--- src/rtl/dmem_pkg.sv ---
// Shared encodings for the DataMemory access arbiter: Size codes, FSM states,
// requester ids and the byte count of each access size.
package dmem_pkg;

    typedef enum logic [1:0] {
        SZ_BYTE     = 2'b00,
        SZ_HALFWORD = 2'b01,
        SZ_WORD     = 2'b10,
        SZ_ILLEGAL  = 2'b11
    } size_t;

    typedef enum logic [1:0] {
        ST_IDLE   = 2'b00,
        ST_ACCESS = 2'b01,
        ST_RESP   = 2'b10
    } state_t;

    // Requester ids double as bit positions in the request/grant vectors.
    localparam logic PORT_P = 1'b0;
    localparam logic PORT_L = 1'b1;

    function automatic logic [2:0] bytes_of(input logic [1:0] size);
        logic [2:0] n;
        case (size)
            SZ_BYTE:     n = 3'd1;
            SZ_HALFWORD: n = 3'd2;
            SZ_WORD:     n = 3'd4;
            default:     n = 3'd0;
        endcase
        return n;
    endfunction

endpackage

--- src/rtl/dmem_rr_arbiter.sv ---
// Two-way round-robin arbiter: the requester that did not win last time wins
// a contention. Grant is combinational; the history advances on request.
module dmem_rr_arbiter
    import dmem_pkg::*;
(
    input  logic       clk,
    input  logic       rst,
    input  logic [1:0] req,
    input  logic       advance,
    output logic [1:0] gnt
);

    logic last_gnt;

    always_comb begin
        gnt = 2'b00;
        case (req)
            2'b01:   gnt = 2'b01;
            2'b10:   gnt = 2'b10;
            2'b11:   gnt = (last_gnt == PORT_L) ? 2'b01 : 2'b10;
            default: gnt = 2'b00;
        endcase
    end

    always_ff @(posedge clk or posedge rst) begin
        if (rst) begin
            last_gnt <= PORT_L;
        end else if (advance && (|req)) begin
            last_gnt <= gnt[PORT_L] ? PORT_L : PORT_P;
        end
    end

endmodule

--- src/rtl/dmem_access_arbiter.sv ---
// Shares DataMemory between the MEM stage (P) and the loader port (L), one access per grant.
// Define DMEM_ALIGN_CHECK_EN to reject misaligned halfword/word accesses.
module dmem_access_arbiter
    import dmem_pkg::*;
#(
    parameter int ADDR_W    = 9,
    parameter int DATA_W    = 32,
    parameter int MEM_BYTES = 512
)
(
    input  logic              Clk,
    input  logic              Reset,
    input  logic              P_Req,
    input  logic              P_RW,
    input  logic              P_SignExt,
    input  logic [1:0]        P_Size,
    input  logic [ADDR_W-1:0] P_Addr,
    input  logic [DATA_W-1:0] P_WData,
    output logic              P_Ack,
    output logic              P_Err,
    output logic [DATA_W-1:0] P_RData,
    input  logic              L_Req,
    input  logic              L_RW,
    input  logic              L_SignExt,
    input  logic [1:0]        L_Size,
    input  logic [ADDR_W-1:0] L_Addr,
    input  logic [DATA_W-1:0] L_WData,
    output logic              L_Ack,
    output logic              L_Err,
    output logic [DATA_W-1:0] L_RData,
    output logic              MemEnable,
    output logic              MemReadWrite,
    output logic              MemSignExt,
    output logic [1:0]        MemSize,
    output logic [ADDR_W-1:0] MemAddress,
    output logic [DATA_W-1:0] MemDataIn,
    input  logic [DATA_W-1:0] MemDataOut,
    output logic              Busy
);

    state_t            state;
    logic              gnt_port;
    logic [1:0]        req_p0;
    logic [1:0]        gnt_p0;
    logic              advance;

    logic              win_port;
    logic              win_rw;
    logic              win_se;
    logic [1:0]        win_size;
    logic [ADDR_W-1:0] win_addr;
    logic [DATA_W-1:0] win_wdata;
    logic [31:0]       end_addr;
    logic              bad;

    assign req_p0  = {L_Req, P_Req};
    assign advance = (state == ST_IDLE) && (|req_p0);
    assign Busy    = (state != ST_IDLE);

    dmem_rr_arbiter u_arb (
        .clk     (Clk),
        .rst     (Reset),
        .req     (req_p0),
        .advance (advance),
        .gnt     (gnt_p0)
    );

    always_comb begin
        win_port  = PORT_P;
        win_rw    = P_RW;
        win_se    = P_SignExt;
        win_size  = P_Size;
        win_addr  = P_Addr;
        win_wdata = P_WData;
        if (gnt_p0[PORT_L]) begin
            win_port  = PORT_L;
            win_rw    = L_RW;
            win_se    = L_SignExt;
            win_size  = L_Size;
            win_addr  = L_Addr;
            win_wdata = L_WData;
        end
    end

    // Access legality: illegal size, or any byte of the access past the end of memory.
    always_comb begin
        end_addr = 32'(win_addr) + 32'(bytes_of(win_size));
        bad      = (win_size == SZ_ILLEGAL) || (end_addr > 32'(MEM_BYTES));
`ifdef DMEM_ALIGN_CHECK_EN
        if ((win_size == SZ_HALFWORD) && win_addr[0]) begin
            bad = 1'b1;
        end
        if ((win_size == SZ_WORD) && (win_addr[1:0] != 2'b00)) begin
            bad = 1'b1;
        end
`endif
    end

    always_ff @(posedge Clk or posedge Reset) begin
        if (Reset) begin
            state        <= ST_IDLE;
            gnt_port     <= PORT_P;
            MemEnable    <= 1'b0;
            MemReadWrite <= 1'b0;
            MemSignExt   <= 1'b0;
            MemSize      <= 2'b00;
            MemAddress   <= '0;
            MemDataIn    <= '0;
            P_Ack        <= 1'b0;
            P_Err        <= 1'b0;
            P_RData      <= '0;
            L_Ack        <= 1'b0;
            L_Err        <= 1'b0;
            L_RData      <= '0;
        end else begin
            // Response outputs are single-cycle; they only carry a value in RESP.
            P_Ack   <= 1'b0;
            P_Err   <= 1'b0;
            P_RData <= '0;
            L_Ack   <= 1'b0;
            L_Err   <= 1'b0;
            L_RData <= '0;
            case (state)
                ST_IDLE: begin
                    if (advance) begin
                        gnt_port <= win_port;
                        if (bad) begin
                            state <= ST_RESP;
                            if (win_port == PORT_P) begin
                                P_Ack <= 1'b1;
                                P_Err <= 1'b1;
                            end else begin
                                L_Ack <= 1'b1;
                                L_Err <= 1'b1;
                            end
                        end else begin
                            state        <= ST_ACCESS;
                            MemEnable    <= 1'b1;
                            MemReadWrite <= win_rw;
                            MemSignExt   <= win_se;
                            MemSize      <= win_size;
                            MemAddress   <= win_addr;
                            MemDataIn    <= win_wdata;
                        end
                    end
                end
                ST_ACCESS: begin
                    state     <= ST_RESP;
                    MemEnable <= 1'b0;
                    if (gnt_port == PORT_P) begin
                        P_Ack   <= 1'b1;
                        P_RData <= MemReadWrite ? '0 : MemDataOut;
                    end else begin
                        L_Ack   <= 1'b1;
                        L_RData <= MemReadWrite ? '0 : MemDataOut;
                    end
                end
                ST_RESP: begin
                    state <= ST_IDLE;
                end
                default: begin
                    state     <= ST_IDLE;
                    MemEnable <= 1'b0;
                end
            endcase
        end
    end

endmodule

--- config.mk ---
export PLATFORM = sky130hd
export DESIGN_NAME = dmem_access_arbiter
export DESIGN_NICKNAME = d
export VERILOG_FILES = /design/src/rtl/dmem_pkg.sv /design/src/rtl/dmem_rr_arbiter.sv /design/src/rtl/dmem_access_arbiter.sv
export SDC_FILE = /design/constraint.sdc
export NUM_CORES = 1
export LEC_CHECK = 0
export ABC_AREA = 0
export ABC_CLOCK_PERIOD_IN_PS = 5180
export BUFFER_PORTS_ARGS = -buffer_cell sky130_fd_sc_hd__buf_2
export CAP_MARGIN = 30
export CORE_MARGIN = 4
export CORE_UTILIZATION = 46
export DETAILED_ROUTE_END_ITERATION = 8
export PLACE_DENSITY = 0.8
export SYNTH_ARGS = -nofsm -noshare
export SYNTH_HDL_FRONTEND = slang
export SYNTH_SLANG_ARGS = --single-unit
--- constraint.sdc ---
create_clock -name Clk -period 5.18 [get_ports Clk]
set_input_delay 0.777 -clock Clk [delete_from_list [all_inputs] [get_ports Clk]]
set_output_delay 0.777 -clock Clk [all_outputs]
set_load 0.01 [all_outputs]
==> results of run 1 <==
[critical path: cells and delay by family]
family,cells,cell delay (ns)
adder cells (fa/ha/maj),2,0.56
AND/OR/NAND/NOR,3,0.82
XOR/XNOR,1,0.19
AO/OA/AOI/OAI,2,0.79
multiplexers,2,0.79
buffers and inverters,3,0.42
[through the flow]
step	utilization	cell area, um2	worst slack, ns	hold slack (ns)	power [mW]
after floorplan	-	4830	1.28	0.429	2.03
after global placement	0.599	6150	0.932	0.446	2.44
after detailed placement	0.599	6150	0.725	0.458	2.49
after CTS	0.660	6790	1.24	0.472	3.72
after global routing	0.660	6790	0.993	0.490	3.90
final	0.660	6790	1.21	0.455	3.67
[cell families (layout without fill, tap and decap cells)]
kind of cell    count (synthesis)  count (layout)  synth area share
flops                         118             118             0.612
simple gates                  118             118             0.113
mux                            94              94             0.218
buf+inv                        26             284            0.0264
compound gates                  9               9            0.0166
fa+ha+maj                       4               4            0.0119
xor+xnor                        1               1           0.00181
[cell type report]
| cell class | count | share of cell area |
|---|---|---|
| repair buffers | 246 | 0.186 |
| multi-input cells | 226 | 0.257 |
| well taps | 136 | 0.0251 |
| flip-flops and latches | 118 | 0.435 |
| inverters | 6 | 0.00369 |
| clock inverters | 11 | 0.0253 |
| clock buffers | 21 | 0.0677 |
[how the worst min path moves through the flow]
stage	cells after the start	to	slack (ns)	from
after floorplan	1	state[1]	0.43	state[1]
after CTS	2	MemDataIn[9]	0.47	Reset
after detailed placement	1	state[1]	0.46	state[1]
after global routing	1	state[1]	0.49	state[1]
after global placement	1	state[1]	0.45	state[1]
final	2	P_RData[1]	0.45	Reset
[flip-flops by register name (all words and copies together), names as in the netlist, 2 cells and up]
signal / cells
L_RData: 32
MemAddress: 9
P_RData: 32
state: 2
MemSize: 2
MemDataIn: 32
[routing by layer]
metal	track usage	routed length, um	vias to the layer above
met5	0	0	-
met3	0.0893	1060	15
met4	0.0640	150	0
li1	-	-	1722
met1	0.236	4680	1809
met2	0.362	6310	166
[synthesized netlist by cell type, drive strengths merged (2+ instances only)]
cell type    n
inv          6
ha           3
nand2b      33
clkbuf      12
nor2        68
buf          8
nand3b       2
a21o         3
mux2        90
nand2       10
nand4        2
mux2i        4
dfrtp      117
o21ai        2
[where the power goes]
group / internal, mW / total (mW) / leakage [nW] / switching [mW]
Clock: 0.821 / 1.22 / 0.305 / 0.403
Sequential: 1.19 / 1.31 / 1.53 / 0.121
Combinational: 0.538 / 1.14 / 1.77 / 0.601
Total: 2.55 / 3.67 / 3.60 / 1.12
[layout by cell type (no fill, tap or decap), types with 3 or more instances in the layout]
cell / instances
buf_2: 240
dfrtp_1: 117
nor2_1: 68
mux2_2: 60
nand2b_1: 33
mux2_1: 30
clkbuf_16: 16
nand2_1: 10
inv_1: 5
buf_4: 5
mux2i_1: 4
clkbuf_8: 4
bufinv_16: 4
a21o_1: 3
ha_1: 3
==> flow_metrics.tcl, run 1 <==
set metrics [dict create \
    clk_pin_slew_ns 0.06 \
    routabilityCongestion 0.899 \
    leakage_nw 3.60 \
    dieWidth_um 110 \
    worstReg2RegEnd "MemAddress[4]" \
    num_antenna_cells 0 \
    final_cells 764 \
    cp_slowest_stage_delay_ns 0.57 \
    syn_nets 500 \
    finClkSkew_ns 0.00884 \
    via_per_inst 4.86 \
    grt_max_degree 74 \
    hpwl_mm 9.16 \
    numCtsBuffers 17 \
    critPathSlowestCell "and2b_2" \
    synthTopCellsByArea "dfrtp_1, mux2_2, mux2_1" \
    die_h_um 110 \
    grt_overflow_total 0 \
    finalCriticalPeriod_ns 3.97 \
    cts_tree "done" \
    required_ns 5.55 \
    layout.area.seq_um2 2950 \
    fin_nets 745 \
    syn_area_um2 4830 \
    grt_pass1_vias 4045 \
    syn_inst 370 \
    multi_input_area_um2 1750 \
    synth_top_area_cell "dfrtp_1" \
    r2r_start "u_arb.last_gnt" \
    row_count 37 \
    synthFlopType "dfrtp_1" \
    wl_per_cell_um 16.0 \
    crit_path_cell_trace "buf_2 > a21boi_4 > mux2_2 > nor2_1 > ha_1 > inv_1 > fa_1 > xor2_1 > nand3b_1 > a41oi_2 > and2b_2 > buf_12 > mux2_1" \
    setup_tns_ns 0 \
    dp.cells 732 \
    wl_mm 12.2 \
    clock_sinks 118 \
    cts_setup_buffers 0 \
    dieArea_um2 12200 \
    initial_core_util 0.470 \
    dr_total_vias 3712 \
    antenna_found_initial 0 \
    cts_max_level 4 \
    port-buffer-count 240 \
    finalHoldViolCount 0 \
    fmax_ghz 0.252 \
    drt_pass1_iterations 4 \
    avgSynthCellArea_um2 13.0 \
    n_fill_cell 799 \
    ctsResizeCount 0 \
    worst_slew_margin_rel 0.425 \
    synth.distinct_cells 28 \
    post-route-drc-count 0 \
    yosysTopAreaCellShare 0.607 \
    cp_max_fo 25 \
    ir_drop_mv 0.243 \
    setup_viol 0 \
    drive_gt1_frac 0.545 \
    cap_violations 0 \
    ys_seq_elements 118 \
    drtIter0Drc 176 \
    finalCritPeriodShare 0.767 \
    clkLatencyLatePin_ns 0.50 \
    worstMarginPinSlew_ns 0.862 \
    power.density_cell_area_nw_per_um2 541 \
    status "finished, final reports clean" \
    crit_start "L_Req" \
    clock_path_buffers 2 \
    ff2ff_setup_slack_ns 1.23 \
    yosysWarnings 0 \
    worstSetupStartpointType "input port" \
    grtUsageTotal 0.210 \
    async_flop_share 1.00 \
    report.final.slew_viol_count 0 \
    hp-class "input port to asynchronous set/reset pin" \
    grt_pass1_wl_mm 20.4 \
    crit_arrival_ns 4.35 \
    endpoint "MemAddress[4]" \
    syn2layout_area_growth_pct 40.6 \
    crit_type "input port to flip-flop" \
    synth_edf_count 0 \
    crit_path_end_kind "flip-flop" \
    seq_area_frac_synth 0.612 \
    r2r_cells 12 \
    io-pin-count 241 \
    ctsHoldBuffers 0 \
    rsz0062_at_grt "false" \
    cts_root_buffer "clkbuf_8" \
    fp.coreArea_um2 10300 \
    antenna_left 0 \
]
(Power assumes the default switching activity.)
==> run 2, diff against run 1 <==
- ABC_CLOCK_PERIOD_IN_PS: 5180 -> 3800
- clock period: 5.18 -> 3.8 ns (I/O delays scaled with it)
==> run 2 against run 1 <==
Net effect:
- utilization increased by 0.30 points
- first-iteration DRC count decreased by 31%
- largest cell class unchanged
- sequential share of layout area decreased by 0.20 points
- wire length increased by 3.1%
- clock power increased by 34%
- die area unchanged
- hold slack got worse by 0.32 ns
- worst setup slack got worse by 0.74 ns
==> flow_metrics.tcl, run 2 (synthesized netlist as in run 1, its figures left out) <==
set metrics [dict create \
    p_clk_frac 0.328 \
    layout_commonest_cell "buf_2" \
    grt_busiest_layer "met2" \
    crit_cells 12 \
    crit_path_cell_trace "a21boi_4 > mux2_2 > nor2_1 > ha_1 > inv_1 > fa_1 > xor2_1 > nand3b_1 > a41oi_2 > and2b_2 > buf_12 > mux2_1" \
    crit_family "multiplexers" \
    power.total_mw 5.01 \
    fmax_ghz 0.300 \
    numCtsBuffers 17 \
    power.internal_mw 3.47 \
    syn2layout_area_growth_pct 41.2 \
    grt_use_met3 0.0953 \
    port-buffer-count 240 \
    dr_total_vias 3687 \
    top_regs "L_RData x32, MemDataIn x32, P_RData x32" \
    finClkSkew_ns 0.00688 \
    drive_gt1_frac 0.548 \
    r2r_cells 12 \
    cts_root_buffer "clkbuf_8" \
    dieWidth_um 110 \
    via_per_inst 4.81 \
    grt_pass1_vias 4081 \
    leakage_nw 3.61 \
    finalCritPeriodShare 0.877 \
    drtIter0Drc 121 \
    antenna_found_initial 0 \
    fin_nets 749 \
    row_count 37 \
    cts_setup_buffers 0 \
    critPathSlowestCell "dfstp_2" \
    wl_mm 12.6 \
    combPwrFrac 0.315 \
    rsz0062_at_grt "false" \
    die_h_um 110 \
    finalHoldViolCount 0 \
    grt_pass1_wl_mm 20.5 \
    wl_per_cell_um 16.4 \
    antenna_left 0 \
    cp_max_fo 25 \
    clkLatencyLatePin_ns 0.49 \
    cp_slowest_stage_delay_ns 0.39 \
    setup_tns_ns 0 \
    n_fill_cell 789 \
    crit_arrival_ns 3.70 \
    p_switching_mw 1.54 \
    cts_max_level 4 \
    ctsResizeCount 0 \
    worstReg2RegEnd "MemDataIn[22]" \
    p_seq_frac 0.357 \
    drt_pass1_iterations 4 \
    finalCriticalPeriod_ns 3.33 \
    path_buf_inv 2 \
    met2_usage 0.367 \
    ff2ff_setup_slack_ns 0.47 \
    r2r_start "u_arb.last_gnt" \
    grtUsageTotal 0.211 \
    fp.coreArea_um2 10300 \
    required_ns 4.17 \
    num_antenna_cells 0 \
    p_sw_frac 0.307 \
    clock_sinks 118 \
    use_met1 0.225 \
    hpwl_mm 9.54 \
    layout_common_cells "buf_2, dfrtp_1, nor2_1" \
    setup_viol 0 \
    worst_slew_margin_rel 0.601 \
    worstSetupStartpointType "flip-flop" \
    cap_violations 0 \
    report.final.slew_viol_count 0 \
    post-route-drc-count 0 \
    status "finished, final reports clean" \
    ir_drop_mv 0.363 \
    worstMarginPinSlew_ns 0.592 \
    dieArea_um2 12200 \
    initial_core_util 0.470 \
    routabilityCongestion 0.936 \
    cts_tree "done" \
    hp-class "input port to asynchronous set/reset pin" \
    grt_max_degree 47 \
    power.density_cell_area_nw_per_um2 735 \
    clk_pin_slew_ns 0.06 \
    clock_path_buffers 2 \
    crit_path_end_kind "flip-flop" \
    crit_type "flip-flop to flip-flop" \
    ctsHoldBuffers 0 \
    grt_overflow_total 0 \
    io-pin-count 241 \
]
==> run 2: cell types whose count changed in the layout (fill, tap and decap cells not counted), sizes merged <==
cell | previous run | this run
inv | 7 | 6
clkbuf | 21 | 19
buf | 246 | 250
clkinvlp | 2 | 4
==> run 2: how the worst max path moves through the flow <==
stage,startpoint,end
2_1_floorplan,Reset,L_Ack
3_3_place_gp,L_Req,MemSignExt
5_1_grt,u_arb.last_gnt,MemDataIn[11]
3_5_place_dp,L_Req,MemDataIn[22]
6_report,u_arb.last_gnt,MemDataIn[22]
4_1_cts,u_arb.last_gnt,MemDataIn[22]
==> run 2: final cells by class <==
class	count	area (um2)	area share
tap	136	170	0.0250
clock inverter	12	178	0.0261
clock buffer	19	442	0.0648
sequential	118	2950	0.433
inverter	6	25.0	0.00367
multi-input combinational	226	1750	0.256
timing repair buffer	250	1300	0.191
==> run 2: power by group through the flow <==
stage / Sequential (mW) / Clock, mW / Combinational, mW
2_1_floorplan: 1.96 / 0 / 0.796
3_3_place_gp: 1.80 / 0 / 1.56
3_5_place_dp: 1.81 / 0 / 1.61
4_1_cts: 1.79 / 1.68 / 1.61
5_1_grt: 1.83 / 1.75 / 1.73
6_report: 1.79 / 1.64 / 1.58
==> run 2: through the flow <==
stage | std cells | hold WS [ns] | area (um2) | setup slack (ns) | utilization
floorplan | 370 | 0.429 | 4830 | 0.103 | -
global placement | 736 | 0.447 | 6200 | 0.326 | 0.603
detailed placement | 736 | 0.453 | 6200 | 0.147 | 0.603
CTS | 767 | 0.128 | 6820 | 0.451 | 0.663
global route | 767 | 0.160 | 6820 | 0.308 | 0.663
finish | 767 | 0.131 | 6820 | 0.468 | 0.663
==> run 2: metal layers <==
| layer | up-vias | share of wire |
|---|---|---|
| li1 | 1722 | - |
| met4 | 0 | 0.023 |
| met5 | - | 0 |
| met3 | 22 | 0.088 |
| met2 | 162 | 0.52 |
| met1 | 1781 | 0.37 |
